===== src/rtl/curve25519_pkg.sv =====
// Shared constants and types for the Curve25519 field datapath.
// Field prime p = 2^255-19, the Fermat inversion exponent and the exponentiator state type.
package curve25519_pkg;

   localparam int N = 255;

   localparam logic [N-1:0] P         = {N{1'b1}} - N'(18);
   localparam logic [N-1:0] P_MINUS_2 = {N{1'b1}} - N'(20);

   typedef enum logic [2:0] {
      S_IDLE      = 3'd0,
      S_SCAN      = 3'd1,
      S_SQR_ISSUE = 3'd2,
      S_SQR_WAIT  = 3'd3,
      S_MUL_ISSUE = 3'd4,
      S_MUL_WAIT  = 3'd5,
      S_FIN       = 3'd6
   } pow_state_t;

endpackage


===== src/rtl/pow_modp.sv =====
// Left-to-right square-and-multiply sequencer computing base^exp mod p.
// Drives an external mod-p multiplier through the mul_* ports.
module pow_modp #(
   parameter int N           = 255,
   parameter int MUL_TIMEOUT = 1024
) (
   input  logic         clk,
   input  logic         rst,
   input  logic         start,
   input  logic [N-1:0] base,
   input  logic [N-1:0] exp,
   output logic [N-1:0] result,
   output logic         done,
   output logic         busy,
   output logic         err,
   output logic         mul_rst_n,
   output logic [N-1:0] mul_x,
   output logic [N-1:0] mul_y,
   input  logic [N-1:0] mul_prod,
   input  logic         mul_data_rdy,
   output logic [2:0]   dbg_state
);
   import curve25519_pkg::*;

   localparam int IW = $clog2(N);
   localparam int CW = $clog2(MUL_TIMEOUT + 2);

   pow_state_t     r_state,  w_state_nxt;
   logic [N-1:0]   r_base,   w_base_nxt;
   logic [N-1:0]   r_exp,    w_exp_nxt;
   logic [N-1:0]   r_acc,    w_acc_nxt;
   logic [N-1:0]   r_result, w_result_nxt;
   logic [N-1:0]   r_mul_x,  w_mul_x_nxt;
   logic [N-1:0]   r_mul_y,  w_mul_y_nxt;
   logic [IW-1:0]  r_idx,    w_idx_nxt;
   logic [CW-1:0]  r_wcnt,   w_wcnt_nxt;
   logic           r_done,   w_done_nxt;
   logic           r_err,    w_err_nxt;
   logic           w_rdy_ok;
   logic           w_tmo;

   // A product is only trusted from the second wait cycle on: the multiplier may
   // still present the ready of its previous run in the first cycle after restart.
   assign w_rdy_ok = (r_wcnt != '0) && mul_data_rdy;
   assign w_tmo    = r_wcnt > CW'(MUL_TIMEOUT);

   always_ff @(posedge clk or posedge rst) begin
      if (rst) begin
         r_state  <= S_IDLE;
         r_base   <= '0;
         r_exp    <= '0;
         r_acc    <= '0;
         r_result <= '0;
         r_mul_x  <= '0;
         r_mul_y  <= '0;
         r_idx    <= '0;
         r_wcnt   <= '0;
         r_done   <= 1'b0;
         r_err    <= 1'b0;
      end else begin
         r_state  <= w_state_nxt;
         r_base   <= w_base_nxt;
         r_exp    <= w_exp_nxt;
         r_acc    <= w_acc_nxt;
         r_result <= w_result_nxt;
         r_mul_x  <= w_mul_x_nxt;
         r_mul_y  <= w_mul_y_nxt;
         r_idx    <= w_idx_nxt;
         r_wcnt   <= w_wcnt_nxt;
         r_done   <= w_done_nxt;
         r_err    <= w_err_nxt;
      end
   end

   always_comb begin
      w_state_nxt  = r_state;
      w_base_nxt   = r_base;
      w_exp_nxt    = r_exp;
      w_acc_nxt    = r_acc;
      w_result_nxt = r_result;
      w_mul_x_nxt  = r_mul_x;
      w_mul_y_nxt  = r_mul_y;
      w_idx_nxt    = r_idx;
      w_wcnt_nxt   = r_wcnt;
      w_done_nxt   = 1'b0;
      w_err_nxt    = r_err;

      case (r_state)
         S_IDLE: begin
            if (start) begin
               w_base_nxt = base;
               w_exp_nxt  = exp;
               w_err_nxt  = 1'b0;
               if (exp == '0) begin
                  w_acc_nxt   = N'(1);
                  w_state_nxt = S_FIN;
               end else begin
                  w_idx_nxt   = IW'(N - 1);
                  w_state_nxt = S_SCAN;
               end
            end
         end
         // Walk down from the top bit until the leading one is found.
         S_SCAN: begin
            if (r_exp[r_idx]) begin
               w_acc_nxt = r_base;
               if (r_idx == '0) begin
                  w_state_nxt = S_FIN;
               end else begin
                  w_idx_nxt   = r_idx - IW'(1);
                  w_state_nxt = S_SQR_ISSUE;
               end
            end else begin
               w_idx_nxt = r_idx - IW'(1);
            end
         end
         S_SQR_ISSUE: begin
            w_wcnt_nxt  = '0;
            w_state_nxt = S_SQR_WAIT;
         end
         S_MUL_ISSUE: begin
            w_wcnt_nxt  = '0;
            w_state_nxt = S_MUL_WAIT;
         end
         S_SQR_WAIT, S_MUL_WAIT: begin
            if (w_rdy_ok) begin
               w_acc_nxt = mul_prod;
               if (r_state == S_SQR_WAIT && r_exp[r_idx]) begin
                  w_state_nxt = S_MUL_ISSUE;
               end else if (r_idx == '0) begin
                  w_state_nxt = S_FIN;
               end else begin
                  w_idx_nxt   = r_idx - IW'(1);
                  w_state_nxt = S_SQR_ISSUE;
               end
            end else if (w_tmo) begin
               w_err_nxt    = 1'b1;
               w_result_nxt = '0;
               w_done_nxt   = 1'b1;
               w_state_nxt  = S_IDLE;
            end else begin
               w_wcnt_nxt = r_wcnt + CW'(1);
            end
         end
         S_FIN: begin
            w_result_nxt = r_acc;
            w_done_nxt   = 1'b1;
            w_state_nxt  = S_IDLE;
         end
         default: w_state_nxt = S_IDLE;
      endcase

      // Operands are loaded on entry to an issue cycle and held through the wait.
      if (w_state_nxt == S_SQR_ISSUE) begin
         w_mul_x_nxt = w_acc_nxt;
         w_mul_y_nxt = w_acc_nxt;
      end else if (w_state_nxt == S_MUL_ISSUE) begin
         w_mul_x_nxt = w_acc_nxt;
         w_mul_y_nxt = r_base;
      end
   end

   assign result    = r_result;
   assign done      = r_done;
   assign err       = r_err;
   assign busy      = (r_state != S_IDLE);
   assign mul_rst_n = (r_state == S_SQR_WAIT) || (r_state == S_MUL_WAIT);
   assign mul_x     = r_mul_x;
   assign mul_y     = r_mul_y;
   assign dbg_state = r_state;

endmodule

===== config.mk =====
export PLATFORM = sky130hd
export DESIGN_NAME = pow_modp
export DESIGN_NICKNAME = d
export VERILOG_FILES = /design/src/rtl/curve25519_pkg.sv /design/src/rtl/pow_modp.sv
export SDC_FILE = /design/constraint.sdc
export NUM_CORES = 2
export LEC_CHECK = 0
export BUFFER_PORTS_ARGS = -buffer_cell sky130_fd_sc_hd__buf_2
export CAP_MARGIN = 5
export CORE_AREA = 8 8 595 597
export CTS_BUF_LIST = sky130_fd_sc_hd__clkbuf_8 sky130_fd_sc_hd__clkbuf_16
export CTS_CLUSTER_SIZE = 16
export DETAILED_ROUTE_END_ITERATION = 6
export DIE_AREA = 0 0 603 605
export SLEW_MARGIN = 20
export SYNTH_ARGS = -nofsm -noshare
export SYNTH_HDL_FRONTEND = slang
export SYNTH_SLANG_ARGS = --single-unit

===== constraint.sdc =====
create_clock -name clk -period 57.9 [get_ports clk]
set_input_delay 0 -clock clk [delete_from_list [all_inputs] [get_ports clk]]
set_output_delay 0 -clock clk [all_outputs]
set_load 0.02 [all_outputs]

==> results.json <==
{
  "status": "finished, violations left",
  "violations": "DRC",
  "die_y_um": 605,
  "power_mw": 5.804,
  "synth_edf_count": 0,
  "placed_area_sq_mm": 0.07632,
  "drive_gt1_share_pct": 23.04,
  "finalCriticalPeriod_ns": 7.509,
  "synth_area_sq_mm": 0.06386,
  "r2r_start": "r_idx[3]",
  "synth_top_area_share_pct": 60.89,
  "maxSlewViolCount": 0,
  "antenna_left": 0,
  "design_area_sq_mm": 0.09719,
  "combinationalPowerShare_pct": 45.7,
  "yosysUniqueCellTypes": 68,
  "portBuffers": 1540,
  "crit_start": "r_idx[3]",
  "path_delay_family": "buffers and inverters",
  "synth_area_leaders": "dfrtp_1 61%, nand2_1 9.2%, mux2i_1 8.3%",
  "instances_no_fill": 13370,
  "worst_pin_slew_ns": 1.136,
  "dp_cells": 11520,
  "maxCapViolCount": 0,
  "critPathMaxFanout": 71,
  "drc": 75,
  "clkTransAtPathRegs_ns": 0.07,
  "root_buffer": "clkbuf_16",
  "seqPwrFrac_pct": 33.6,
  "p_sw_share_pct": 46.13,
  "hold_path_class": "in -> reg",
  "drtIter0Drc": 9419,
  "io_pins": 1541,
  "post-route-util_pct": 28.21,
  "h-tree-depth": 4,
  "crit_required_ns": 58.70,
  "finalHoldViolCount": 0,
  "period_share_pct": 12.97,
  "synth_cells": 5727,
  "dr.pass1.iters": 7,
  "synth_ff_type": "dfrtp_1",
  "antenna_found_initial": 82,
  "die_area_sq_mm": 0.3648,
  "slew_headroom_pct": 24.30,
  "postCtsSetupRepairBufs": 0,
  "routabilityCongestion": 0.9651,
  "setup_violations": 0,
  "finalSetupTns_ns": 0,
  "cpPeakStageDelay_ns": 0.95,
  "avgSynthCellArea_sq_um": 11.15,
  "vias": 63170,
  "arrival_ns": 8.31,
  "grt_pass1_vias": 64150,
  "rrSetupSlack_ns": 50.39,
  "critPathBufInv": 3,
  "clockBufferDepth": 4,
  "ys_seq_elements": 1554,
  "hp-start": "base[247]",
  "cts_buffers": 183,
  "r2r_cells": 12,
  "fill_cells": 35250,
  "p_leak_nw": 51.09,
  "cts_tree": "yes",
  "worst_slack_ns": 50.39,
  "end_kind": "flip-flop",
  "pre_cts_slack_ns": 50.47,
  "syn_to_final_growth_pct": 52.19,
  "seq_area_frac_synth_pct": 60.89,
  "p_switching_mw": 2.678,
  "post_drt_via_cell_ratio": 4.724,
  "p_clk_share_pct": 20.8,
  "cts-resized-gates": 0,
  "cp_slowest_cell": "dfrtp_1",
  "overflow": 0,
  "crit_path_frequent_cell": "buf_4",
  "routed_wl_um": 388400,
  "yosysWarnings": 0,
  "wl_per_cell_um": 29.04,
  "holdPathStages": 4,
  "async_reset_ff_share_pct": 100.0,
  "p_int_mw": 3.126,
  "dieWidth_um": 603,
  "rows": 216,
  "min_to": "r_base[247]",
  "p_per_area_mw_per_mm2": 59.72,
  "startpoint_type": "flip-flop",
  "rsz0062_at_grt": "no",
  "synth_fp_nets": 6500,
  "max-vdd-ir-drop_uv": 40.17,
  "path_class": "reg -> reg",
  "skew_ns": 0.09440,
  "whs_ns": 0.07396,
  "grt_max_degree": 144,
  "cts_num_sinks": 1554,
  "hpwl_um": 284200,
  "crit_path_cell_trace": "nor2b_1 > a22o_1 > a221oi_1 > a2111oi_2 > nor2_1 > or3_1 > a22oi_1 > or3_4 > buf_4 > buf_4 > buf_4 > mux2i_1",
  "start_util_pct": 18.53,
  "timing.rr.end": "mul_y[63]",
  "layout.nets": 9339,
  "grt_pass1_wl_um": 530000,
  "core_area_sq_mm": 0.3446,
  "synth_top_area_cell": "dfrtp_1",
  "fmax_mhz": 133.2,
  "grt_usage_pct": 20.28,
  "insertion_delay_ns": 0.89
}
==> worst min-delay path: cells and delay by family <==
family / cells / cell delay, ns
buffers and inverters: 2 / 0.83
and+or+nand+nor: 2 / 0.08
==> registers in the layout (all words and copies together) (netlist names) <==
signal and count:
mul_x 255, mul_y 255, r_acc 255, r_base 255, r_exp 255, result 255, r_wcnt 11, r_idx 8
dbg_state 3, done 1, err 1
==> layout make-up <==
cell class,instances,area [sq um],area share [%]
clock buffers,216,5045,5.191
well taps,4578,5728,5.893
flip-flops and latches,1554,38890,40.02
diodes,87,217.7,0.2240
multi-input cells,3473,22120,22.76
repair buffers,3083,23020,23.68
clock inverters,110,1146,1.179
inverters,271,1025,1.054
==> routing by layer <==
layer  share of wire [%]  track usage (%)
met5               0.061           0.2377
met1                  35            22.93
met4                 9.2            15.39
met3                  12            7.637
met2                  44            31.04
==> cell usage in the layout, fill, tap and decap left out, drive strengths merged, types with 6 or more instances in the layout <==
master / instances
nor4: 70
o31ai: 7
nor2b: 9
bufinv: 14
nand4: 23
mux2i: 530
a222oi: 256
nor3: 11
dfrtp: 1554
a21oi: 11
nand2b: 6
o21ai: 21
clkbuf: 216
mux4: 45
a22oi: 266
diode: 87
nand3: 10
clkinv: 45
nand2: 1561
mux2: 18
or3: 6
xor2: 8
a22o: 263
inv: 321
dlygate4sd3: 1444
buf: 1639
a211oi: 9
nor2: 281
==> kinds of logic after synthesis <==
| family | Yosys count | synth area share (%) |
|---|---|---|
| AND/OR/NAND/NOR | 1992 | 12.29 |
| adder cells (fa/ha/maj) | 5 | 0.09405 |
| AO/OA/AOI/OAI | 874 | 11.74 |
| buffers and inverters | 700 | 4.645 |
| flip-flops | 1554 | 60.89 |
| XOR/XNOR | 9 | 0.1234 |
| multiplexers | 593 | 10.21 |
==> cells in the mapped netlist, types with 15 or more instances <==
library cell,number
mux2i_1,530
buf_2,64
inv_1,270
a22o_1,263
a22oi_1,266
a222oi_1,256
dfrtp_1,1554
nor4_1,70
mux2_2,15
buf_1,19
nand4_1,23
o21ai_0,18
mux4_2,45
nor2_1,281
clkbuf_1,311
nand2_1,1561
buf_6,32
==> what timing repair did <==
action                                 4_1_cts  5_1_grt
endpoints found under the hold margin     1404        0
hold buffers                              1444        0
setup endpoints to repair                    0        0
==> power groups by stage <==
stage | Combinational [mW] | Sequential (mW) | Clock (mW)
finish | 2.65 | 1.95 | 1.20
detailed placement | 2.55 | 1.94 | 0
floorplan | 1.35 | 2.03 | 0
global placement | 2.52 | 1.93 | 0
global route | 2.83 | 1.98 | 1.27
CTS | 2.64 | 1.93 | 1.23
==> worst max-delay path by stage <==
stage,endpoint,cells after the start,slack [ns]
floorplan,dbg_state[0],1,14.06
global placement,mul_y[251],12,50.19
detailed placement,mul_y[251],13,50.47
CTS,mul_y[73],13,50.47
global route,mul_y[39],13,50.01
finish,mul_y[63],12,50.39
No activity file was read; power rests on OpenSTA's default activity.
